File: src/rtl/clk_1sec_div.sv
// clk_1sec_div: counter-based divider turning the board clock into a slow,
// near-50%-duty registered clock; odd divisors spend the extra cycle low.
module clk_1sec_div #(
  parameter int CLK_FREQ_HZ = 100_000_000,
  parameter int OUT_FREQ_HZ = 1
) (
  input  logic clock,
  input  logic rst,
  output logic clk_out
);

  localparam int DIV    = CLK_FREQ_HZ / OUT_FREQ_HZ;
  localparam int HI_CYC = DIV / 2;
  localparam int LO_CYC = DIV - HI_CYC;
  localparam int CW     = (DIV > 1) ? $clog2(DIV) : 1;

  localparam logic [CW-1:0] LO_LAST = CW'(LO_CYC - 1);
  localparam logic [CW-1:0] HI_LAST = CW'(HI_CYC - 1);

  // A divisor below 2 cannot produce both a high and a low phase.
  if (DIV < 2) begin : g_bad_div
    $error("clk_1sec_div: DIV=%0d is illegal, must be at least 2", DIV);
  end

  logic [CW-1:0] r_cnt;
  logic          r_clkOut;
  logic          w_phaseEnd;

  always_comb begin
    w_phaseEnd = r_clkOut ? (r_cnt == HI_LAST) : (r_cnt == LO_LAST);
  end

  // Counter restarts at every phase boundary, so it never reaches 2^CW.
  always_ff @(posedge clock or negedge rst) begin
    if (!rst) begin
      r_cnt    <= '0;
      r_clkOut <= 1'b0;
    end else if (w_phaseEnd) begin
      r_cnt    <= '0;
      r_clkOut <= ~r_clkOut;
    end else begin
      r_cnt    <= r_cnt + CW'(1);
    end
  end

  assign clk_out = r_clkOut;

endmodule

File: config.mk
export PLATFORM = sky130hd
export DESIGN_NAME = clk_1sec_div
export DESIGN_NICKNAME = d
export VERILOG_FILES = /design/src/rtl/clk_1sec_div.sv
export SDC_FILE = /design/constraint.sdc
export NUM_CORES = 1
export LEC_CHECK = 0
export CORE_ASPECT_RATIO = 1.25
export CORE_MARGIN = 2
export CORE_UTILIZATION = 58
export DETAILED_ROUTE_END_ITERATION = 12
export PLACE_DENSITY = 0.75
export SYNTH_ARGS = -nofsm -noshare
export SYNTH_HDL_FRONTEND = slang
export SYNTH_SLANG_ARGS = --single-unit
File: constraint.sdc
create_clock -name clock -period 2.4 [get_ports clock]
set_input_delay 0.48 -clock clock [delete_from_list [all_inputs] [get_ports clock]]
set_output_delay 0.48 -clock clock [all_outputs]
set_load 0.02 [all_outputs]
-- Yosys cells after proc, flatten, opt, wreduce, memory -nomap -nowiden
Index checks and enable logic that the tools add are counted.
Widths: inputs -> output; s select.
- flip-flop bits (word level): 28
- input bits: 2
- output and inout bits: 1
- word-level logic and storage cells: 6
- $add $sub $neg: 1
- equal/unequal tests: 1
- mux-type cells: 1
- bitwise logic cells: 1
- operator list (cell ; number):
    $add 27x1->27 const B ; 1
    $eq 27x26->1 const B ; 1
    $mux 27 ; 1
    $not 1->1 ; 1

-- Longest topological paths before layout
Gate-level depths: netlist of run 1.
- depth in word-level cells: 2
- gate-level depth with buffers: 6
- gate-level depth less buffers: 5

-- Worst setup path before layout of run 1
OpenSTA, ideal clock, no wires.
- path kind: flip-flop to flip-flop
- start: reg r_cnt[0]
- end: reg r_cnt[12]
- setup time: 0.121 ns
- arrival: 1.413 ns
- data required time: 2.279 ns
- path slack: 0.865 ns
- cell stages (with the launch flop): 7
- buffers on the path: 1
- period minus slack after synthesis: 1.535 ns
- path through: dfrtp_1 -> ha_1 -> and4_1 -> nand4_1 -> nor2_1 -> buf_2 -> nor2_1
- cells in the longest elaborated chain, start to end: 2
- elaborated cells on any way between the ends: 3
- those cells by class: add/sub: 1; eq/ne: 1; mux: 1
- RTL lines (element ; line ; source):
    start: declaration ; 25 ; logic [CW-1:0] r_cnt;
    start signal: assignment ; 42 ; r_cnt <= r_cnt + CW'(1);
    $add 27x1->27 or $eq 27x26->1 (tied branches) ; 42, 30 ;
    $mux 27 (*) ; 38 ; end else if (w_phaseEnd) begin
Mark *: on every way between the ends. The rest lies on a longest branch, timed or not.
A chain may end at the register's enable or synchronous reset.

-- Worst setup path in the final report of run 1
- start: reg r_clkOut (netlist: clk_out)
- end: out clk_out
- RTL lines (element ; line ; source):
    start: declaration ; 26 ; logic r_clkOut;
    start signal: assignment ; 40 ; r_clkOut <= ~r_clkOut;
    end: declaration ; 9 ; output logic clk_out
No word-level cell between the ends.

==> impl_metrics.json, run 1 <==
{
  "syn_area_per_cell_um2": 10.6,
  "viasPerCell": 6.03,
  "maxSlewHeadroom": 0.768,
  "fp.dieH_um": 58.0,
  "crit_fanout": 2,
  "first_global_vias": 961,
  "asyncSetResetFlopFracSynth": 1.00,
  "path_clk_slew_ns": 0.14,
  "fin_tns_setup_ns": 0,
  "rsz0062_at_grt": "no",
  "status": "finished, final reports clean",
  "htree_levels": 1,
  "dr.pass1.iters": 4,
  "wl_per_cell_um": 14.3,
  "synth_cell_types": 29,
  "grt_pass1_wl_um": 4270,
  "cpPeakStageDelay_ns": 0.61,
  "fin_crit_sh": 0.751,
  "ys.warnings.count": 0,
  "final_nets": 138,
  "ys_ff_latch": 28,
  "end_kind": "output pin",
  "utilization": 0.666,
  "fin_crit_ns": 1.80,
  "die_area_um2": 2740,
  "num-fill-cells": 188,
  "syn2layout_area_growth_pct": 8.68,
  "syn_nets": 131,
  "clock-sinks": 28,
  "hp-class": "flip-flop to flip-flop",
  "clkLatencyLatePin_ns": 0.33,
  "fmax_mhz": 555,
  "drv_cap": 0,
  "start_util": 0.613,
  "synth.cell_area_um2": 1360,
  "p_leak_uw": 0.000679,
  "synth_common_cells": "dfrtp_1 (28), xnor2_1 (10)",
  "placeableCoreArea_um2": 2210,
  "n_antenna_cell": 0,
  "finClkSkew_ns": 0.00381,
  "cp.required_ns": 1.92,
  "cts_root_buf": "clkbuf_4",
  "dp_cells": 161,
  "multi_input_area_um2": 634,
  "cp_cell_sequence": "clkdlybuf4s50_1",
  "synth_most_common_cell": "dfrtp_1",
  "synth_top_area_frac": 0.517,
  "power_density_nw_per_um2": 535,
  "synth_edf_count": 0,
  "design_area_um2": 1470,
  "cts_tree": "built",
  "postRouteAntennaNets": 0,
  "crit_type": "flip-flop to output pin",
  "cts_hold_buf": 0,
  "grt_max_degree": 29,
  "drive_above_1_share": 0.104,
  "slew_violations": 0,
  "ios": 3,
  "hold_viol": 0,
  "antenna_found_initial": 0,
  "num_rows": 19,
  "max-vdd-ir-drop_uv": 434,
  "gr-total-overflow": 0,
  "post_cts_buffers": 0,
  "synthCells": 128,
  "ctsResizeCount": 0,
  "ys_seq_area_frac": 0.517,
  "drtIter0Drc": 21,
  "ys_top_cells_by_area": "dfrtp_1 (52%), xnor2_1 (6.5%), and4_1 (3.2%)",
  "grt_util_all_layers": 0.212,
  "port_buffers": 2,
  "slowest_stage": "clkdlybuf4s50_1",
  "critical_path_arrival_ns": 1.32,
  "cts_buffers": 3,
  "drt-total-wl_um": 2350,
  "place_congestion": 0.770,
  "cp_num_buf_inv": 1,
  "worstMarginPinSlew_ns": 0.347,
  "ys.flop_type": "dfrtp_1",
  "regArea_um2": 701,
  "num_vias": 995,
  "die_x_um": 47.2,
  "finalPower_uw": 788,
  "startpoint_type": "flip-flop",
  "cpLargestDelayFamily": "buffers and inverters",
  "placed_area_um2": 1420,
  "synth_top_cell_by_area": "dfrtp_1",
  "drc": 0,
  "setup_viol": 0,
  "final_cells": 165,
  "cts_buffer_depth": 2
}
## logic make-up after synthesis
group           Yosys count  synth area share
buf+inv                   5            0.0148
xor+xnor                 15            0.0969
fa+ha+maj                 1           0.00923
compound gates           19            0.0757
simple gates             57             0.264
mux                       3            0.0222
flops                    28             0.517
## power by group
part           internal (uW)  leakage (uW)  switching [uW]
sequential               472      0.000377               0
clock                    169     0.0000279             135
combinational           2.49      0.000274            8.71
total                    643      0.000679             144
## final timing paths
| path | start | endpoint | slack [ns] | depth (start not counted) |
|---|---|---|---|---|
| max | clk_out | clk_out | 0.60 | 1 |
| max reg2reg | r_cnt[0] | r_cnt[22] | 0.70 | 5 |
| min in group asynchronous | rst | r_cnt[16] | 0.50 | 2 |
| max in group asynchronous | rst | r_cnt[0] | 1.64 | 2 |
| min | clk_out | clk_out | 0.48 | 1 |
| min reg2reg | clk_out | clk_out | 0.48 | 1 |
## cell usage in the layout, fill, tap and decap left out
cell type and n:
dfrtp_1 28, xnor2_1 10, nand2_1 8, a21oi_1 8, nand3_1 8, o21ai_0 8, nand4_1 7, nor2_1 6
and4_1 5, xor2_1 5, o31ai_1 3, or4_1 3, nor3_1 3, and3_1 3, inv_1 3, mux2i_1 3
clkbuf_4 3, and3_2 2, and2_0 2, or3_1 2, or3_2 2, clkdlybuf4s50_1 2, buf_4 2, and3_4 1
and4_4 1, nand4_4 1, nor4_1 1, and4_2 1, nor2b_1 1, ha_1 1, bufinv_16 1
## layout make-up
class                      count  share of cell area
clock buffer                   3              0.0153
clock inverter                 1              0.0204
inverter                       3             0.00765
multi-input combinational     95               0.431
sequential                    28               0.476
tap                           31              0.0263
timing repair buffer           4              0.0238
## worst reg2reg max path, delay by kind of cell, from the launching register on
family,cells,cell delay [ns]
simple gates,3,0.82
fa+ha+maj,1,0.26
compound gates,1,0.14
flops,1,0.42
## per-layer routing
layer,global-route usage,share of wire,vias up
li1,-,-,482
met1,0.281,0.46,497
met2,0.353,0.51,10
met3,0.0187,0.018,6
met4,0.0714,0.013,0
met5,0,0,-
## state kept, by name (all words and copies together) (netlist names)
| register | flops |
|---|---|
| clk_out | 1 |
| r_cnt | 27 |
## through the flow
step	hold WS, ns	worst slack (ns)
floorplan	0.184	0.865
global placement	0.454	0.805
detailed placement	0.461	0.737
CTS	0.482	0.586
global route	0.493	0.548
finish	0.483	0.598
No activity file was read; power rests on OpenSTA's default activity.
==> run 2: changes to the inputs <==
--- a/config.mk
+++ b/config.mk
@@ -7,9 +7,9 @@
 export LEC_CHECK = 0
 export CORE_ASPECT_RATIO = 1.25
 export CORE_MARGIN = 2
-export CORE_UTILIZATION = 58
+export CORE_UTILIZATION = 54
 export DETAILED_ROUTE_END_ITERATION = 12
-export PLACE_DENSITY = 0.75
+export PLACE_DENSITY = 0.74
 export SYNTH_ARGS = -nofsm -noshare
 export SYNTH_HDL_FRONTEND = slang
 export SYNTH_SLANG_ARGS = --single-unit
==> constraint.sdc (replaced) <==
create_clock -name clock -period 1.6 [get_ports clock]
set_input_delay 0.32 -clock clock [delete_from_list [all_inputs] [get_ports clock]]
set_output_delay 0.32 -clock clock [all_outputs]
set_load 0.02 [all_outputs]
==> impl_metrics.json, run 2 (synthesis results as in run 1) <==
{
  "final_nets": 154,
  "max-vdd-ir-drop_uv": 509,
  "end_kind": "flip-flop",
  "fin_crit_ns": 1.57,
  "fmax_mhz": 636,
  "cts_buffer_depth": 2,
  "clock-sinks": 28,
  "critical_path_arrival_ns": 1.84,
  "placeableCoreArea_um2": 2400,
  "cts_root_buf": "clkbuf_4",
  "antenna_found_initial": 0,
  "setup_ws_ns": 0.0270,
  "crit_type": "flip-flop to flip-flop",
  "cp.required_ns": 1.87,
  "crit_fanout": 5,
  "n_antenna_cell": 0,
  "layout_commonest_cell": "dfrtp_1",
  "hpwlAfterDp_um": 1890,
  "htree_levels": 1,
  "grt_pass1_wl_um": 4550,
  "syn2layout_area_growth_pct": 17.8,
  "place_congestion": 0.752,
  "grtUsageMet1": 0.255,
  "fp.dieH_um": 60.0,
  "drv_cap": 0,
  "r2r_slack_ns": 0.03,
  "busiest_layer": "met2",
  "drive_above_1_share": 0.240,
  "p_leak_uw": 0.000761,
  "cts_tree": "built",
  "worstMarginPinSlew_ns": 0.360,
  "r2r-start": "r_cnt[0]",
  "port_buffers": 2,
  "drtIter0Drc": 30,
  "dp_cells": 174,
  "startpoint_type": "flip-flop",
  "final_cells": 183,
  "postRouteAntennaNets": 0,
  "slew_violations": 0,
  "die_x_um": 48.8,
  "fin_crit_sh": 0.983,
  "setup_viol": 0,
  "drc": 0,
  "rsz0062_at_grt": "yes",
  "utilization": 0.665,
  "largest-register": "r_cnt",
  "holdWs_ns": 0.339,
  "hold_viol": 0,
  "die_area_um2": 2930,
  "status": "finished, final reports clean",
  "rr_worst_depth": 5,
  "final_cell_mix": "dfrtp_1 (28), buf_4 (17), xnor2_1 (10)",
  "grt_use_met3": 0.0325,
  "viasPerCell": 5.98,
  "clkLatencyLatePin_ns": 0.34,
  "globalRouteMet2Util": 0.344,
  "num_rows": 20,
  "cts_hold_buf": 0,
  "ios": 3,
  "power_density_nw_per_um2": 675,
  "path_clk_slew_ns": 0.15,
  "start_util": 0.564,
  "hp-class": "primary input to async pin",
  "gr-total-overflow": 0,
  "num_vias": 1094,
  "dr.pass1.iters": 4,
  "pre_cts_ws_ns": 0.00516,
  "cts_buffers": 3,
  "maxSlewHeadroom": 0.760,
  "r2r_end": "r_cnt[22]",
  "drt-total-wl_um": 2780,
  "finClkSkew_ns": 0.0124,
  "first_global_vias": 1027,
  "grt_max_degree": 29,
  "grt_util_all_layers": 0.203,
  "wl_per_cell_um": 15.2,
  "largest_register_ffs": 27
}
==> run 2: worst max-delay path, cell delays in order (launching register included) <==
cell and delay [ns]:
dfrtp_1 0.43, ha_2 0.21, and3_1 0.16, nand4_1 0.20, or3_1 0.36, a21oi_1 0.14
==> run 2: layout make-up <==
| class | count | area, um^2 |
|---|---|---|
| timing repair buffer | 20 | 158 |
| tap | 33 | 41.3 |
| inverter | 3 | 11.3 |
| sequential | 28 | 701 |
| clock buffer | 4 | 36.3 |
| multi-input combinational | 95 | 649 |
| fill | 200 | 806 |
==> run 2: power breakdown <==
part / total [uW] / switching, uW / internal (uW)
Clock: 352 / 212 / 140
Combinational: 17.4 / 13.7 / 3.73
Sequential: 708 / 0 / 708
==> run 2: metrics by stage <==
stage                     area, um^2  power, uW  setup TNS [ns]
final                           1600       1080               0
after floorplan                 1360        721               0
after global placement          1510        739               0
after detailed placement        1510        739               0
after global routing            1600       1100          -0.434
after CTS                       1540       1090               0
==> run 2: worst max-delay path by stage <==
stage                        start        end  depth (start not counted)
after floorplan           r_cnt[0]  r_cnt[12]                          6
after global placement    r_cnt[0]  r_cnt[22]                          5
after detailed placement  r_cnt[0]  r_cnt[22]                          5
after CTS                 r_cnt[0]   r_cnt[5]                          6
after global routing      r_cnt[0]  r_cnt[26]                          5
final                     r_cnt[0]  r_cnt[22]                          5
==> run 2: what timing repair did <==
action,CTS,global route
cloned,0,1
buffers inserted,0,4
gates resized for setup,3,12
setup endpoints to repair,4,16
pin swaps,2,5
==> run 2: per-layer routing <==
| metal | vias up | wire length, um | share of wire |
|---|---|---|---|
| met1 | 547 | 1140 | 0.41 |
| met5 | - | 0 | 0 |
| met3 | 8 | 78 | 0.028 |
| met4 | 0 | 76 | 0.027 |
| li1 | 515 | - | - |
| met2 | 24 | 1480 | 0.53 |
==> run 3: changes to the inputs <==
--- a/config.mk
+++ b/config.mk
@@ -5,11 +5,11 @@
 export SDC_FILE = /design/constraint.sdc
 export NUM_CORES = 1
 export LEC_CHECK = 0
-export CORE_ASPECT_RATIO = 1.25
 export CORE_MARGIN = 2
 export CORE_UTILIZATION = 54
 export DETAILED_ROUTE_END_ITERATION = 12
 export PLACE_DENSITY = 0.74
+export SLEW_MARGIN = 20
 export SYNTH_ARGS = -nofsm -noshare
 export SYNTH_HDL_FRONTEND = slang
 export SYNTH_SLANG_ARGS = --single-unit
==> impl_metrics.json, run 3 (synthesis results as in run 1) <==
{
  "critical_path_arrival_ns": 1.87,
  "path_clk_slew_ns": 0.15,
  "final_cell_mix": "dfrtp_1 (28), buf_4 (26), xnor2_1 (10)",
  "grt_pass1_wl_um": 5060,
  "cts_root_buf": "clkbuf_4",
  "cp.required_ns": 1.87,
  "status": "finished, violations left",
  "end_kind": "flip-flop",
  "clock-sinks": 28,
  "pre_cts_ws_ns": -0.107,
  "postRouteAntennaNets": 0,
  "drv_cap": 0,
  "dp_cells": 176,
  "layout_commonest_cell": "dfrtp_1",
  "p_leak_uw": 0.000812,
  "num_rows": 18,
  "fp.dieH_um": 54.1,
  "fmax_mhz": 623,
  "cp_cell_sequence": "ha_2 > and3_4 > nand4_1 > buf_4 > or3_4 > a21oi_2",
  "cpPeakStageDelay_ns": 0.42,
  "startpoint_type": "flip-flop",
  "cts_buffer_depth": 2,
  "utilization": 0.698,
  "start_util": 0.557,
  "syn2layout_area_growth_pct": 25.2,
  "hold_viol": 0,
  "cp_num_buf_inv": 1,
  "final_cells": 189,
  "cts_tree": "built",
  "worstMarginPinSlew_ns": 0.361,
  "gr-total-overflow": 0,
  "final_nets": 163,
  "viasPerCell": 5.89,
  "clkLatencyLatePin_ns": 0.32,
  "setup_viol": 1,
  "fin_crit_sh": 1.00,
  "setup_ws_ns": -0.00405,
  "maxSlewHeadroom": 0.760,
  "grt_util_all_layers": 0.245,
  "first_global_vias": 1097,
  "grt_max_degree": 29,
  "rsz0062_at_grt": "yes",
  "crit_type": "flip-flop to flip-flop",
  "dr.pass1.iters": 4,
  "max-vdd-ir-drop_uv": 610,
  "drc": 0,
  "hpwlAfterDp_um": 2050,
  "cts_buffers": 3,
  "drt-total-wl_um": 3040,
  "slowest_stage": "dfrtp_1",
  "num-fill-cells": 177,
  "cts_hold_buf": 0,
  "hp-class": "primary input to async pin",
  "fin_crit_ns": 1.60,
  "port_buffers": 2,
  "crit_fanout": 3,
  "ios": 3,
  "finalPower_uw": 1190,
  "die_area_um2": 2930,
  "htree_levels": 1,
  "power_density_nw_per_um2": 700,
  "drtIter0Drc": 19,
  "largest-register": "r_cnt",
  "failed_checks": "setup timing",
  "num_vias": 1113,
  "cpLargestDelayFamily": "simple AND/OR/NAND/NOR gates",
  "place_congestion": 0.829,
  "slew_violations": 0,
  "antenna_found_initial": 0,
  "placeableCoreArea_um2": 2430,
  "n_antenna_cell": 0,
  "die_x_um": 54.1,
  "drive_above_1_share": 0.308,
  "wl_per_cell_um": 16.1,
  "finClkSkew_ns": 0.00311,
  "largest_register_ffs": 27
}
## run 3: what timing repair did
action                     4_1_cts  5_1_grt
pin swaps                        2        8
setup endpoints to repair        6       13
buffers inserted                 3        6
gates resized for setup          2       13
## run 3: worst paths after layout
| kind | from | end | slack [ns] | depth (start not counted) |
|---|---|---|---|---|
| max in group asynchronous | rst | r_cnt[11] | 0.99 | 2 |
| min reg2reg | clk_out | clk_out | 0.48 | 1 |
| max reg2reg | r_cnt[0] | r_cnt[14] | -0.004 | 6 |
| min | rst | r_cnt[25] | 0.34 | 2 |
| min in group clock | clk_out | clk_out | 0.48 | 1 |
| max | r_cnt[0] | r_cnt[14] | -0.004 | 6 |
## run 3: cell type report
| class | count | area [um^2] | share of cell area |
|---|---|---|---|
| sequential | 28 | 701 | 0.413 |
| multi-input combinational | 95 | 669 | 0.395 |
| timing repair buffer | 29 | 225 | 0.133 |
| tap | 30 | 37.5 | 0.0221 |
| clock inverter | 1 | 30.0 | 0.0177 |
| clock buffer | 3 | 22.5 | 0.0133 |
| inverter | 3 | 11.3 | 0.00664 |
## run 3: metal layers
layer | track usage | share of wire | vias to the layer above
met5 | 0 | 0 | -
met4 | 0.0958 | 0.0089 | 0
met3 | 0.0333 | 0.029 | 4
met2 | 0.404 | 0.51 | 27
met1 | 0.327 | 0.46 | 551
li1 | - | - | 531
## run 3: stage by stage
stage               area, um^2  hold WS (ns)  TNS (ns)
finish                    1700         0.345  -0.00405
global placement          1540         0.457         0
detailed placement        1540         0.461    -0.220
global route              1700         0.373    -0.224
floorplan                 1360        0.0244         0
CTS                       1620         0.352   -0.0316
## run 3: power breakdown
| part | total [uW] | internal [uW] | switching, uW |
|---|---|---|---|
| registers | 708 | 708 | 0 |
| logic | 17.3 | 3.73 | 13.6 |
| clock network | 462 | 253 | 209 |
